### config.mk
export PLATFORM = sky130hd
export DESIGN_NAME = mem_bus_arbiter
export DESIGN_NICKNAME = d
export VERILOG_FILES = /design/src/rtl/mem_bus_arbiter.sv
export SDC_FILE = /design/constraint.sdc
export NUM_CORES = 1
export LEC_CHECK = 0
export BUFFER_PORTS_ARGS = -buffer_cell sky130_fd_sc_hd__buf_4
export CAP_MARGIN = 20
export CELL_PAD_IN_SITES_DETAIL_PLACEMENT = 0
export CELL_PAD_IN_SITES_GLOBAL_PLACEMENT = 1
export CORE_UTILIZATION = 34
export CTS_CLUSTER_DIAMETER = 40
export DETAILED_ROUTE_END_ITERATION = 8
export PLACE_DENSITY = 0.91
export SLEW_MARGIN = 5
export SYNTH_ARGS = -nofsm -noshare
export SYNTH_HDL_FRONTEND = slang
export SYNTH_SLANG_ARGS = --single-unit
### constraint.sdc
create_clock -name clk -period 4.2 [get_ports clk]
set_input_delay 0.42 -clock clk [delete_from_list [all_inputs] [get_ports clk]]
set_output_delay 0.42 -clock clk [all_outputs]
set_load 0.02 [all_outputs]
### src/rtl/mem_bus_arbiter.sv
// Two-requester memory bus arbiter (fetch read-only, load/store read/write) with ready wait and timeout.
// Build option: define ARB_ROUND_ROBIN_EN to alternate grants on simultaneous requests.
module mem_bus_arbiter #(
    parameter int AW      = 16,
    parameter int DW      = 32,
    parameter int TIMEOUT = 16,
    parameter int CW      = 5
) (
    input  logic          clk,
    input  logic          rst,
    input  logic          f_req,
    input  logic [AW-1:0] f_addr,
    output logic          f_done,
    input  logic          l_req,
    input  logic          l_we,
    input  logic [AW-1:0] l_addr,
    input  logic [DW-1:0] l_wdata,
    output logic          l_done,
    output logic [DW-1:0] rdata,
    output logic          err,
    output logic          mem_cs,
    output logic          mem_we,
    output logic [AW-1:0] mem_addr,
    output logic [DW-1:0] mem_wdata,
    input  logic [DW-1:0] mem_rdata,
    input  logic          mem_ready,
    output logic          busy
);

    typedef enum logic [1:0] {IDLE, BUSY, DONE} state_t;
    typedef enum logic {FETCH, LSU} owner_t;

    localparam logic [CW-1:0] CNT_LAST = (TIMEOUT == 0) ? '0 : CW'(TIMEOUT - 1);

    state_t        state, state_nx;
    owner_t        owner, owner_nx;
    owner_t        last_owner, last_owner_nx;
    logic [CW-1:0] cnt, cnt_nx;
    logic [AW-1:0] addr_q, addr_nx;
    logic          we_q, we_nx;
    logic [DW-1:0] wdata_q, wdata_nx;
    logic [DW-1:0] rdata_q, rdata_nx;
    logic          err_q, err_nx;
    logic          grant_lsu;
    logic          timeout_hit;

`ifdef ARB_ROUND_ROBIN_EN
    // On a tie, the requester that did not own the previous transaction wins.
    assign grant_lsu = l_req && (!f_req || (last_owner == FETCH));
`else
    assign grant_lsu = l_req;
`endif

    assign timeout_hit = (TIMEOUT != 0) && (cnt == CNT_LAST);

    always_comb begin
        state_nx      = state;
        owner_nx      = owner;
        last_owner_nx = last_owner;
        cnt_nx        = cnt;
        addr_nx       = addr_q;
        we_nx         = we_q;
        wdata_nx      = wdata_q;
        rdata_nx      = rdata_q;
        err_nx        = err_q;
        case (state)
            IDLE: begin
                if (f_req || l_req) begin
                    cnt_nx   = '0;
                    state_nx = BUSY;
                    if (grant_lsu) begin
                        owner_nx = LSU;
                        addr_nx  = l_addr;
                        we_nx    = l_we;
                        wdata_nx = l_wdata;
                    end else begin
                        owner_nx = FETCH;
                        addr_nx  = f_addr;
                        we_nx    = 1'b0;
                        wdata_nx = '0;
                    end
                end
            end
            BUSY: begin
                // Ready takes precedence over a timeout expiring on the same edge.
                if (mem_ready) begin
                    rdata_nx = we_q ? '0 : mem_rdata;
                    err_nx   = 1'b0;
                    state_nx = DONE;
                end else if (timeout_hit) begin
                    rdata_nx = '0;
                    err_nx   = 1'b1;
                    state_nx = DONE;
                end else begin
                    cnt_nx = cnt + CW'(1);
                end
            end
            DONE: begin
                last_owner_nx = owner;
                err_nx        = 1'b0;
                state_nx      = IDLE;
            end
            default: state_nx = IDLE;
        endcase
    end

    always_ff @(posedge clk) begin
        if (rst) begin
            state      <= IDLE;
            owner      <= FETCH;
            last_owner <= FETCH;
            cnt        <= '0;
            addr_q     <= '0;
            we_q       <= 1'b0;
            wdata_q    <= '0;
            rdata_q    <= '0;
            err_q      <= 1'b0;
        end else begin
            state      <= state_nx;
            owner      <= owner_nx;
            last_owner <= last_owner_nx;
            cnt        <= cnt_nx;
            addr_q     <= addr_nx;
            we_q       <= we_nx;
            wdata_q    <= wdata_nx;
            rdata_q    <= rdata_nx;
            err_q      <= err_nx;
        end
    end

    assign mem_cs    = (state == BUSY);
    assign mem_we    = we_q && mem_cs;
    assign mem_addr  = addr_q;
    assign mem_wdata = wdata_q;
    assign busy      = (state != IDLE);
    assign f_done    = (state == DONE) && (owner == FETCH);
    assign l_done    = (state == DONE) && (owner == LSU);
    assign rdata     = rdata_q;
    assign err       = err_q;

endmodule

==> results.sh, run 1 <==
export IMPL_status="completed"
export IMPL_worstHoldStart="mem_rdata[5]"
export IMPL_grt_total_usage=0.1675
export IMPL_max_slew_margin=0.3415
export IMPL_startpoint_type="flop"
export IMPL_crit_required_ns=4.49
export IMPL_numCtsBuffers=9
export IMPL_final_nets=663
export IMPL_multiInputGateArea_mm2=0.001516
export IMPL_hpwl_um=6355
export IMPL_synth_edf_count=0
export IMPL_hold_path_class="in -> reg"
export IMPL_synth_top_cell_area_share=0.5150
export IMPL_num_fill_cells=929
export IMPL_wl_um=9155
export IMPL_core_mm2=0.009864
export IMPL_critPathCaptureType="flop"
export IMPL_antenna_found_initial=0
export IMPL_yosysWarnings=0
export IMPL_peakVddDrop_uv=176.7
export IMPL_detail_route_antenna_nets=0
export IMPL_p_leak_nw=2.314
export IMPL_setup_violations=0
export IMPL_ys_top_cells_by_area="dfxtp_1, a22oi_1, nor2_1"
export IMPL_viasPerCell=4.921
export IMPL_crit_fanout=17
export IMPL_dr_pass1_iters=4
export IMPL_yosysMostFrequentCell="dfxtp_1"
export IMPL_grt_pass1_vias=3105
export IMPL_htreeDepth=3
export IMPL_synthMuxAreaShare=0.04578
export IMPL_yosys_area_top_type="dfxtp_1"
export IMPL_rsz0062_at_grt="no"
export IMPL_ys_seq_area_frac=0.5150
export IMPL_chipWidth_um=103.4
export IMPL_io_buffers=187
export IMPL_clock_latency_ns=0.35
export IMPL_fin_setup_tns_ns=0
export IMPL_syn_nets=496
export IMPL_drt_iter0_drc=100
export IMPL_timing_rr_start="cnt[0]"
export IMPL_slowest_stage="o21ai_2"
export IMPL_synth_compound_area_share=0.1867
export IMPL_clock_fmax_mhz=479.9
export IMPL_diodes=0
export IMPL_slew_violations=0
export IMPL_grt_pass1_wl_um=13950
export IMPL_cp_data_arrival_time_ns=2.37
export IMPL_min_period_over_period=0.4962
export IMPL_regArea_mm2=0.001802
export IMPL_cts_resized_gates=0
export IMPL_async_flop_share=0
export IMPL_path_common_cell="ha_1"
export IMPL_fin_util=0.5235
export IMPL_synth_xor_area_share=0
export IMPL_path_buf_inv=1
export IMPL_clkSinkCount=90
export IMPL_clock_skew_ns=0.007531
export IMPL_cts_root_buf="clkbuf_8"
export IMPL_holdBufCountCts=0
export IMPL_cts_setup_buffers=0
export IMPL_cts_buffer_depth=2
export IMPL_avgSynthCellArea_um2=9.016
export IMPL_fin_crit_ns=2.084
export IMPL_start_util=0.3546
export IMPL_cp_cell_sequence="ha_1 -> and3_1 -> ha_1 -> o21ai_2 -> buf_8 -> a22oi_1 -> nor2_1"
export IMPL_synth_area_mm2=0.003498
export IMPL_drcViolationCount=0
export IMPL_critical_path_class="reg -> reg"
export IMPL_drive_gt1_frac=0.3786
export IMPL_hold_viol_final=0
export IMPL_synthCells=388
export IMPL_die_area_mm2=0.01070
export IMPL_slowest_delay_ns=0.58
export IMPL_critical_path_startpoint="cnt[0]"
export IMPL_syn2layout_area_growth_pct=47.60
export IMPL_overflow=0
export IMPL_worst_slew_pin_slew_ns=0.9877
export IMPL_cpLargestDelayFamily="compound AO/OA/AOI/OAI gates"
export IMPL_synth_adder_area_share=0.02146
export IMPL_synth_top_family_by_area="compound AO/OA/AOI/OAI gates"
export IMPL_std_cell_rows=36
export IMPL_ys_types=36
export IMPL_pwr_density_cell_mw_per_mm2=420.4
export IMPL_synth_main_ff_cell="dfxtp_1"
export IMPL_routedWlPerCell_um=13.21
export IMPL_synth_seq_cells=90
export IMPL_die_y_um=103.4
export IMPL_synth_commonest_cells="dfxtp_1, nor2_1, a21oi_1"
export IMPL_synthSimpleGateAreaFrac=0.1785
export IMPL_gp_congestion=0.6986
export IMPL_cts_tree="yes"
export IMPL_vias=3410
export IMPL_grt_max_degree=92
export IMPL_maxCapViolCount=0
export IMPL_boundaryPins=188
export IMPL_cts_clk_slew_worst_paths_ns=0.09
==> cells by family after synthesis <==
kind of cell / count (synthesis)
AOI/OAI and AO/OA: 101
DFF: 90
adders and majority gates: 6
and+or+nand+nor: 136
buffers and inverters: 39
muxes: 16
==> worst min-delay path, cell delays in order <==
cell and delay (ns):
buf_4 0.07, a22oi_1 0.06, nor2_1 0.08
==> state kept, by name, summed over array words and instances, names as in the netlist <==
name       count
err            1
mem_wdata     32
state          2
rdata         32
mem_addr      16
owner          1
cnt            5
we_q           1
==> through the flow <==
stage | instances | hold slack [ns] | cell area [um2] | setup WS, ns | power, mW
global route | 693 | 0.2965 | 5164 | 1.973 | 2.298
floorplan | 388 | 0.4353 | 3498 | 2.549 | 1.308
finish | 693 | 0.3099 | 5164 | 2.116 | 2.171
detailed placement | 677 | 0.4454 | 4937 | 1.859 | 1.544
global placement | 676 | 0.4392 | 4922 | 1.924 | 1.532
CTS | 693 | 0.2914 | 5164 | 2.106 | 2.205
==> cells in the final DEF, fill, tap and decap left out, types with 3 or more instances in the layout <==
cell type	count
nand3_1	35
nor2_1	51
a21oi_1	38
dfxtp_1	90
a22oi_1	32
clkbuf_8	10
buf_4	189
o21ai_0	3
nand2_1	35
o31ai_1	3
inv_1	5
mux2i_1	16
a211oi_1	18
ha_1	6
==> power by group <==
part	internal (mW)	leakage, nW	switching, mW	total, mW
Combinational	0.241	1.47	0.309	0.550
Clock	0.352	0.109	0.300	0.652
Sequential	0.928	0.737	0.0398	0.968
==> worst paths after layout <==
| kind | endpoint | slack (ns) | depth (start not counted) |
|---|---|---|---|
| max | rdata[11] | 2.12 | 7 |
| min | rdata[5] | 0.31 | 3 |
| max reg2reg | rdata[11] | 2.12 | 7 |
| min reg2reg | mem_wdata[1] | 0.45 | 2 |
==> per-layer routing <==
metal,GRT usage,up-vias,part of all wire
li1,-,1702,-
met1,0.1816,1565,0.41
met5,0,-,0
met4,0.08126,0,0.017
met2,0.2955,130,0.47
met3,0.05309,13,0.10
==> cell type report <==
cell class,count,area share
clock buffer,10,0.02665
clock inverter,6,0.01720
inverter,5,0.003635
multi-input combinational,259,0.2937
sequential,90,0.3489
tap,133,0.03223
timing repair buffer,190,0.2777
Power figures use the tool's default switching activity.
==> run 2: changes to the inputs <==
CORE_UTILIZATION = 28   (was 34)
PLACE_DENSITY = 0.81   (was 0.91)
clock period = 1.89 ns   (was 4.2 ns; I/O delays follow)
==> run 2 against run 1 <==
Clock-buffer cell count up 1; combinational power up 130%; total power up 140%; flip-flop and latch count unchanged; maximum frequency up 17%; utilization down 7.9 points; cell count up 5.9%; clock power rose to 2.8 times the previous value; cell area up 4.3%; global-route usage down 2.5 points; via count up 1.5%; routed wire length up 5.7%.
==> results.sh, run 2 (synthesis results as in run 1) <==
export IMPL_slowest_stage="dfxtp_1"
export IMPL_hold_path_class="in -> reg"
export IMPL_crit_required_ns=2.14
export IMPL_crit_fanout=5
export IMPL_max_slew_margin=0.5684
export IMPL_grt_pass1_vias=3109
export IMPL_cts_buffer_depth=2
export IMPL_finish_instance_area_mm2=0.005385
export IMPL_fin_crit_ns=1.788
export IMPL_slew_violations=0
export IMPL_fin_util=0.4446
export IMPL_critical_path_class="reg -> reg"
export IMPL_holdBufCountCts=0
export IMPL_routedWlPerCell_um=13.19
export IMPL_drt_iter0_drc=163
export IMPL_dr_pass1_iters=5
export IMPL_std_cell_rows=40
export IMPL_status="completed"
export IMPL_setup_violations=0
export IMPL_slowest_delay_ns=0.34
export IMPL_drcViolationCount=0
export IMPL_clock_skew_ns=0.007859
export IMPL_cts_tree="yes"
export IMPL_hold_viol_final=0
export IMPL_placed_area_mm2=0.005056
export IMPL_cts_root_buf="clkbuf_16"
export IMPL_chipWidth_um=113.8
export IMPL_gp_congestion=0.7453
export IMPL_p_leak_nw=2.394
export IMPL_min_period_over_period=0.9462
export IMPL_mostFrequentLayoutCell="buf_4"
export IMPL_start_util=0.2888
export IMPL_startpoint_type="flop"
export IMPL_antenna_found_initial=0
export IMPL_cp_cell_sequence="ha_1 -> and3_1 -> ha_2 -> nor3b_4 -> a31oi_1 -> a311oi_1"
export IMPL_die_area_mm2=0.01294
export IMPL_drive_gt1_frac=0.3905
export IMPL_fin_setup_tns_ns=0
export IMPL_grt_pass1_wl_um=14700
export IMPL_diodes=0
export IMPL_pwr_density_cell_mw_per_mm2=976.0
export IMPL_cts_clk_slew_worst_paths_ns=0.06
export IMPL_rsz0062_at_grt="no"
export IMPL_cpLargestDelayFamily="simple AND/OR/NAND/NOR gates"
export IMPL_numCtsBuffers=9
export IMPL_vias=3462
export IMPL_grt_max_degree=61
export IMPL_critPathCaptureType="flop"
export IMPL_clock_latency_ns=0.34
export IMPL_peakVddDrop_uv=363.4
export IMPL_viasPerCell=4.717
export IMPL_core_mm2=0.01211
export IMPL_hpwl_um=6799
export IMPL_maxCapViolCount=0
export IMPL_wl_um=9678
export IMPL_htreeDepth=3
export IMPL_r2r_slack_ns=0.10
export IMPL_mostFrequentLayoutCells="buf_4, dfxtp_1, nor2_1, a21oi_1"
export IMPL_syn2layout_area_growth_pct=53.93
export IMPL_io_buffers=187
export IMPL_overflow=0
export IMPL_detail_route_antenna_nets=0
export IMPL_grt_total_usage=0.1426
export IMPL_cp_data_arrival_time_ns=2.04
export IMPL_clock_fmax_mhz=559.2
export IMPL_finalPower_mw=5.256
export IMPL_die_y_um=113.8
export IMPL_final_nets=670
export IMPL_boundaryPins=188
export IMPL_clkSinkCount=90
export IMPL_worst_slew_pin_slew_ns=0.6474
export IMPL_path_buf_inv=0
-- run 2: cell count changes in the layout (fill, tap and decap cells not counted), sizes merged --
cell      before  now
buf          190  196
bufinv         2    1
clkbuf        10   11
clkinv         1    2
clkinvlp       2    1
inv            6    5
nor3b          2    3
-- run 2: area by class of cell --
cell class | instances | area [um2]
clock buffers | 11 | 252.7
repair buffers | 196 | 1509
clock inverters | 4 | 51.30
multi-input cells | 260 | 1541
fillers | 1236 | 6726
flip-flops and latches | 90 | 1802
inverters | 5 | 18.77
well taps | 168 | 210.2
-- run 2: worst paths after layout --
path | startpoint | depth (start not counted) | end
max | cnt[0] | 6 | cnt[2]
min | mem_rdata[21] | 3 | rdata[21]
max reg2reg | cnt[0] | 6 | cnt[2]
min reg2reg | mem_wdata[2] | 2 | mem_wdata[2]
-- run 2: worst min-delay path: cells and delay by family --
kind | cells | cell delay, ns
AOI/OAI and AO/OA | 1 | 0.06
buffers and inverters | 1 | 0.08
and+or+nand+nor | 1 | 0.07
-- run 2: metrics by stage --
stage	std cells	hold slack, ns	setup WS (ns)
after global routing	734	0.1086	0.006272
after global placement	718	0.4381	0.1416
after CTS	733	0.08978	0.02142
after floorplan	388	0.3516	0.2389
final	734	0.09885	0.1017
after detailed placement	718	0.4454	0.05658
-- run 2: layer usage --
metal	vias to the layer above	routed length (um)	track usage
met5	-	0	0
met4	0	148	0.06147
met3	12	713	0.03932
met2	139	4606	0.2333
met1	1596	4210	0.1762
li1	1715	-	-
-- run 2: repair_timing --
| action | 4_1_cts | 5_1_grt |
|---|---|---|
| resized for setup | 0 | 4 |
| buffers inserted | 0 | 0 |
| setup endpoints to repair | 0 | 37 |
-- run 2: report_power, final --
group          leakage [nW]  switching [mW]  internal, mW
registers             0.737          0.0893          2.06
logic                  1.51           0.706         0.585
clock network         0.148           0.722          1.09
total                  2.39            1.52          3.74
